## config.mk

```make
export PLATFORM = sky130hd
export DESIGN_NAME = vend_controller
export DESIGN_NICKNAME = d
export VERILOG_FILES = /design/src/rtl/vend_pkg.sv /design/src/rtl/key_edge_detect.sv /design/src/rtl/vend_controller.sv
export SDC_FILE = /design/constraint.sdc
export NUM_CORES = 1
export LEC_CHECK = 0
export ABC_CLOCK_PERIOD_IN_PS = 7650
export BUFFER_PORTS_ARGS = -buffer_cell sky130_fd_sc_hd__buf_4
export CAP_MARGIN = 0
export CORE_ASPECT_RATIO = 2
export CORE_MARGIN = 1
export CORE_UTILIZATION = 45
export DETAILED_ROUTE_END_ITERATION = 10
export HOLD_SLACK_MARGIN = 0.1
export PLACE_DENSITY = 0.66
export SETUP_SLACK_MARGIN = 0.2
export SYNTH_ARGS = -nofsm -noshare
export SYNTH_HDL_FRONTEND = slang
export SYNTH_SLANG_ARGS = --single-unit
```

## constraint.sdc

```tcl
create_clock -name clk -period 7.65 [get_ports clk]
set_clock_uncertainty 0.05 [all_clocks]
set_input_delay 1.53 -clock clk [delete_from_list [all_inputs] [get_ports clk]]
set_output_delay 1.53 -clock clk [all_outputs]
set_load 0.01 [all_outputs]
```

## src/rtl/vend_pkg.sv

```systemverilog
// Shared types and constants for the snack-dispenser sequencer:
// FSM state encoding, default timing and the phase LED map.
package vend_pkg;

    typedef enum logic [2:0] {
        ST_IDLE = 3'd0,
        ST_GOT1 = 3'd1,
        ST_GOT2 = 3'd2,
        ST_VEND = 3'd3,
        ST_ERR  = 3'd4
    } state_e;

    localparam int DEF_NUM_MOTORS    = 8;
    localparam int DEF_MOTOR_CYCLES  = 50_000_000;
    localparam int DEF_ENTRY_TIMEOUT = 250_000_000;
    localparam int DEF_ERR_CYCLES    = 25_000_000;
    localparam int DEF_CONFIRM_KEY   = 3;

    localparam logic [3:0] LEDS_IDLE = 4'b0001;
    localparam logic [3:0] LEDS_GOT1 = 4'b0010;
    localparam logic [3:0] LEDS_GOT2 = 4'b0100;
    localparam logic [3:0] LEDS_VEND = 4'b1000;
    localparam logic [3:0] LEDS_NONE = 4'b0000;

    // ERR has no phase LED of its own; the err output lights instead.
    function automatic logic [3:0] state_leds_of(input state_e s);
        logic [3:0] leds;
        case (s)
            ST_IDLE: leds = LEDS_IDLE;
            ST_GOT1: leds = LEDS_GOT1;
            ST_GOT2: leds = LEDS_GOT2;
            ST_VEND: leds = LEDS_VEND;
            default: leds = LEDS_NONE;
        endcase
        return leds;
    endfunction

endpackage

```

## src/rtl/key_edge_detect.sv

```systemverilog
// Rising-edge detection on the four debounced keys; a press is reported
// only when exactly one key rises in a cycle.
module key_edge_detect (
    input  logic       clk,
    input  logic       rst_n,
    input  logic [3:0] i_btn,
    output logic       o_press_valid,
    output logic [1:0] o_press_key
);

    logic [3:0] r_btn_q;
    logic [3:0] w_rise;

    // Reset to all-ones so a key held through reset never looks like a new press.
    always_ff @(posedge clk or negedge rst_n) begin
        if (!rst_n) begin
            r_btn_q <= 4'b1111;
        end else begin
            r_btn_q <= i_btn;
        end
    end

    assign w_rise        = i_btn & ~r_btn_q;
    assign o_press_valid = $onehot(w_rise);

    always_comb begin
        o_press_key = 2'd0;
        for (int i = 0; i < 4; i++) begin
            if (w_rise[i]) o_press_key = 2'(i);
        end
    end

endmodule

```

## src/rtl/vend_controller.sv

```systemverilog
// Keypad sequencer: two digits plus confirm select a slot, then one motor
// runs for a fixed time. One counter serves entry timeout, vend and error.
module vend_controller
    import vend_pkg::*;
#(
    parameter int NUM_MOTORS    = DEF_NUM_MOTORS,
    parameter int MOTOR_CYCLES  = DEF_MOTOR_CYCLES,
    parameter int ENTRY_TIMEOUT = DEF_ENTRY_TIMEOUT,
    parameter int ERR_CYCLES    = DEF_ERR_CYCLES,
    parameter int CONFIRM_KEY   = DEF_CONFIRM_KEY
) (
    input  logic                  clk,
    input  logic                  rst_n,
    input  logic [3:0]            btn_db,
    input  logic                  credit,
    output logic [NUM_MOTORS-1:0] motors,
    output logic [3:0]            slot,
    output logic [3:0]            state_leds,
    output logic                  busy,
    output logic                  err,
    output logic                  vend_done,
    output logic [2:0]            dbg_state
);

    localparam int MAX_A   = (MOTOR_CYCLES > ENTRY_TIMEOUT) ? MOTOR_CYCLES : ENTRY_TIMEOUT;
    localparam int MAX_CYC = (MAX_A > ERR_CYCLES) ? MAX_A : ERR_CYCLES;
    localparam int CW      = $clog2(MAX_CYC + 1);

    localparam logic [CW-1:0] MC_LAST  = CW'(MOTOR_CYCLES - 1);
    localparam logic [CW-1:0] TO_LAST  = CW'(ENTRY_TIMEOUT - 1);
    localparam logic [CW-1:0] EC_LAST  = CW'(ERR_CYCLES - 1);
    localparam logic [CW-1:0] CNT_MAX  = {CW{1'b1}};
    localparam logic [1:0]    CONF_KEY = 2'(CONFIRM_KEY);

    state_e                r_state;
    logic [3:0]            r_slot;
    logic [CW-1:0]         r_cnt;
    logic [NUM_MOTORS-1:0] r_motors;
    logic [3:0]            r_leds;
    logic                  r_busy;
    logic                  r_err;
    logic                  r_vend_done;

    logic                  w_press_valid;
    logic [1:0]            w_press_key;
    logic                  w_slot_ok;
    logic [NUM_MOTORS-1:0] w_onehot;

    key_edge_detect u_key_edge_detect (
        .clk           (clk),
        .rst_n         (rst_n),
        .i_btn         (btn_db),
        .o_press_valid (w_press_valid),
        .o_press_key   (w_press_key)
    );

    assign w_slot_ok = ({1'b0, r_slot} < 5'(NUM_MOTORS));
    assign w_onehot  = NUM_MOTORS'(1) << r_slot;

    always_ff @(posedge clk or negedge rst_n) begin
        if (!rst_n) begin
            r_state     <= ST_IDLE;
            r_slot      <= 4'd0;
            r_cnt       <= '0;
            r_motors    <= '0;
            r_leds      <= state_leds_of(ST_IDLE);
            r_busy      <= 1'b0;
            r_err       <= 1'b0;
            r_vend_done <= 1'b0;
        end else begin
            r_vend_done <= 1'b0;
            case (r_state)
                ST_IDLE: begin
                    r_cnt <= '0;
                    if (w_press_valid) begin
                        r_slot[3:2] <= w_press_key;
                        r_state     <= ST_GOT1;
                        r_leds      <= state_leds_of(ST_GOT1);
                    end
                end
                ST_GOT1, ST_GOT2: begin
                    if (w_press_valid) begin
                        r_cnt <= '0;
                        if (r_state == ST_GOT1) begin
                            r_slot[1:0] <= w_press_key;
                            r_state     <= ST_GOT2;
                            r_leds      <= state_leds_of(ST_GOT2);
                        end else if (w_press_key == CONF_KEY && w_slot_ok && credit) begin
                            r_motors <= w_onehot;
                            r_busy   <= 1'b1;
                            r_state  <= ST_VEND;
                            r_leds   <= state_leds_of(ST_VEND);
                        end else begin
                            r_err   <= 1'b1;
                            r_state <= ST_ERR;
                            r_leds  <= state_leds_of(ST_ERR);
                        end
                    end else if (r_cnt == TO_LAST) begin
                        // Abandoned entry: quietly back to IDLE without an error.
                        r_cnt   <= '0;
                        r_slot  <= 4'd0;
                        r_state <= ST_IDLE;
                        r_leds  <= state_leds_of(ST_IDLE);
                    end else if (r_cnt != CNT_MAX) begin
                        r_cnt <= r_cnt + 1'b1;
                    end
                end
                ST_VEND: begin
                    if (r_cnt == MC_LAST) begin
                        r_cnt       <= '0;
                        r_motors    <= '0;
                        r_busy      <= 1'b0;
                        r_vend_done <= 1'b1;
                        r_slot      <= 4'd0;
                        r_state     <= ST_IDLE;
                        r_leds      <= state_leds_of(ST_IDLE);
                    end else begin
                        r_cnt <= r_cnt + 1'b1;
                    end
                end
                ST_ERR: begin
                    if (r_cnt == EC_LAST) begin
                        r_cnt   <= '0;
                        r_err   <= 1'b0;
                        r_slot  <= 4'd0;
                        r_state <= ST_IDLE;
                        r_leds  <= state_leds_of(ST_IDLE);
                    end else begin
                        r_cnt <= r_cnt + 1'b1;
                    end
                end
                default: begin
                    r_cnt    <= '0;
                    r_slot   <= 4'd0;
                    r_motors <= '0;
                    r_busy   <= 1'b0;
                    r_err    <= 1'b0;
                    r_state  <= ST_IDLE;
                    r_leds   <= state_leds_of(ST_IDLE);
                end
            endcase
        end
    end

    assign motors     = r_motors;
    assign slot       = r_slot;
    assign state_leds = r_leds;
    assign busy       = r_busy;
    assign err        = r_err;
    assign vend_done  = r_vend_done;
    assign dbg_state  = r_state;

endmodule

```

==> summary.md <==
| Metric | Value |
|---|---|
| Final-stage net count | `337` |
| Mapped Area | `2920 um^2` |
| Min-Delay Path Class | `flip-flop to flip-flop` |
| Residual DRC | `0` |
| Placer congestion estimate | `0.820` |
| Post-Route Setup TNS | `0 ns` |
| Tmin final | `4.52 ns` |
| CTS tree | `yes` |
| Sequential area share after synthesis | `46.5%` |
| Initial Util | `46.6%` |
| Vias in the first global route | `2494` |
| Async SR Flop Fraction | `100%` |
| Final std cells w/o fill | `411` |
| P_leak | `1.38 nW` |
| Drt pass-1 iters | `4` |
| Syn nets | `312` |
| IO Port Bufs | `28` |
| Slew margin rel. | `36.6%` |
| Synthesized flop and latch total | `54` |
| Hold_buf cts | `0` |
| CTS Sinks | `54` |
| Post-CTS Setup Repair Bufs | `0` |
| Power per cell area | `282 nW/um^2` |
| GRT Overall Usage | `22.6%` |
| Critical Path Source | `btn_db[2]` |
| Final hold vios | `0` |
| CTS root buf | `clkbuf_16` |
| Fmax | `221 MHz` |
| # placed instances | `403` |
| Area grow syn2layout | `13.9%` |
| Vias post-DR | `2341` |
| Hold Path End | `busy` |
| # rows | `41` |
| Mapped Avg Cell Area | `9.76 um^2` |
| Yosys warns | `0` |
| R2R Setup Slk | `3.97 ns` |
| CTS-repair resized insts | `0` |
| Post-Place Worst Slack | `2.83 ns` |
| Final Cell Area | `3320 um^2` |
| Reg2Reg Capture Point | `state_leds[2]` |
| Count of different cell masters after synthesis | `56` |
| CP endpoint kind | `flip-flop` |
| DPL Wire Length | `5.09 mm` |
| Max Cap Viol | `0` |
| Clk buf depth | `2` |
| Hold path startpoint | `busy` |
| Remaining antenna violation count | `0` |
| Reg2reg path depth | `10` |
| CTS clk-pin slew, worst paths | `0.07 ns` |
| Worst path required time | `7.74 ns` |
| Outcome | `finished, final reports clean` |
| Commonest cells after routing, fill and taps aside | `49 x dfrtp_1, 39 x nor2_1, 31 x buf_4, 25 x nand2_1, 17 x nor3_1` |
| Inserted Clock Buffers | `5` |
| Max FO, Critical Path | `20` |
| Iteration-0 DRC Markers | `97` |
| Core ar. | `6260 um^2` |
| Worst-margin pin slew | `0.943 ns` |
| Slew Limit Fails | `0` |
| Most used DFF post-synth | `dfrtp_1` |
| H-tree levels | `2` |
| Period utilisation layout | `59.0%` |
| Clock Latency Late Sink | `0.29 ns` |
| Final wirelength | `6.78 mm` |
| ANT cells | `0` |
| Die footprint | `6830 um^2` |
| Initial antenna violation count | `0` |
| Critical path start-end classification | `primary input to flip-flop` |
| CP startpoint kind | `primary input` |
| Wire length per cell | `16.5 um` |
| Maximum VDD drop | `0.178 mV` |
| Io pins | `29` |
| Unrepaired setup endpoints after global routing | `no` |
| Hold path depth | `1` |
| Share of layout cells above drive strength 1 | `19.1%` |
| First-pass GRT wire length | `11.6 mm` |
| DR vias/cell | `5.70` |
| Worst Setup Slack, final | `3.13 ns` |
| Die Ht | `116 um` |
| RR Startpoint | `u_key_edge_detect.r_btn_q[3]` |
| # setup viols final | `0` |
| Area after DPL | `3170 um^2` |
| Die Width | `58.9 um` |
| EDFF count, synth | `0` |
| Pin count of the biggest net entering global routing | `55` |
| Worst Path Arrival | `4.61 ns` |
| GRT overflow | `0` |
| Syn Inst Count | `299` |
| Commonest non-fill, non-tap cell in the layout | `dfrtp_1` |
report_power, final:
part	total, W	internal, W	switching [W]
Combinational	0.000323	0.000128	0.000195
Sequential	0.000384	0.000326	0.0000580
Clock	0.000229	0.000130	0.0000991
Total	0.000935	0.000583	0.000352
cells in the mapped netlist (all sizes together), types with 4 or more instances:
master	count	area share [%]
a32o	4	1.4
nand2	25	3.2
inv	12	1.5
nor2	39	5.0
xor2	15	4.5
o2bb2ai	4	1.2
nor4	8	2.1
a21oi	8	1.4
xnor2	10	3.3
nand3	13	2.7
or4	5	1.7
or3	4	0.90
nor3	17	2.9
nor4b	5	1.5
dfstp	5	4.5
dfrtp	49	42
ha	5	2.1
buf	9	2.6
o21ai	7	1.2
nand4	16	3.6
and3	4	0.86
nor2b	4	0.86
clkbuf	4	0.51
metrics by stage:
step	util [%]	hold WS, ns	total power, W
3_5_place_dp	50.7	0.421	0.000713
6_report	53.1	0.435	0.000935
2_1_floorplan	-	0.455	0.000590
5_1_grt	53.1	0.469	0.00100
3_3_place_gp	50.7	0.421	0.000708
4_1_cts	53.1	0.436	0.000945
critical path, stage by stage:
cell and delay (ns):
buf_4 0.11, nor2b_1 0.13, ha_1 0.29, ha_1 0.19, fa_1 0.47, nor3b_2 0.54, nor3_1 0.17, a211oi_4 0.65
buf_4 0.37, o221ai_1 0.14
worst max-delay path by stage:
| stage | endpoint |
|---|---|
| after floorplan | r_cnt[22] |
| after global placement | state_leds[2] |
| after detailed placement | state_leds[2] |
| after CTS | state_leds[2] |
| after global routing | state_leds[2] |
| final | state_leds[2] |
flip-flops by register name, summed over array words and instances, names as in the netlist:
register and cells:
vend_done 1, busy 1, u_key_edge_detect.r_btn_q 4, err 1
r_cnt 28, slot 4, state_leds 4, motors 8
dbg_state 3
layout make-up:
type | count | area [um^2]
tap | 86 | 108
sequential | 54 | 1360
timing repair buffer | 31 | 233
fill | 620 | 2940
multi-input combinational | 220 | 1430
inverter | 12 | 45.0
clock inverter | 1 | 5.00
clock buffer | 7 | 143
routing by layer:
metal	GRT usage (%)	up-vias	wire, um
met2	43.9	46	4020
met3	3.24	14	152
met4	11.0	0	185
met5	0	-	0
li1	-	1114	-
met1	22.3	1167	2420
cells by family after synthesis:
logic type / synth area share (%)
buf+inv: 4.67
xor+xnor: 7.76
simple gates: 28.7
mux: 0.386
fa+ha+maj: 2.83
flops: 46.5
compound gates: 9.09
(Power assumes the default switching activity.)
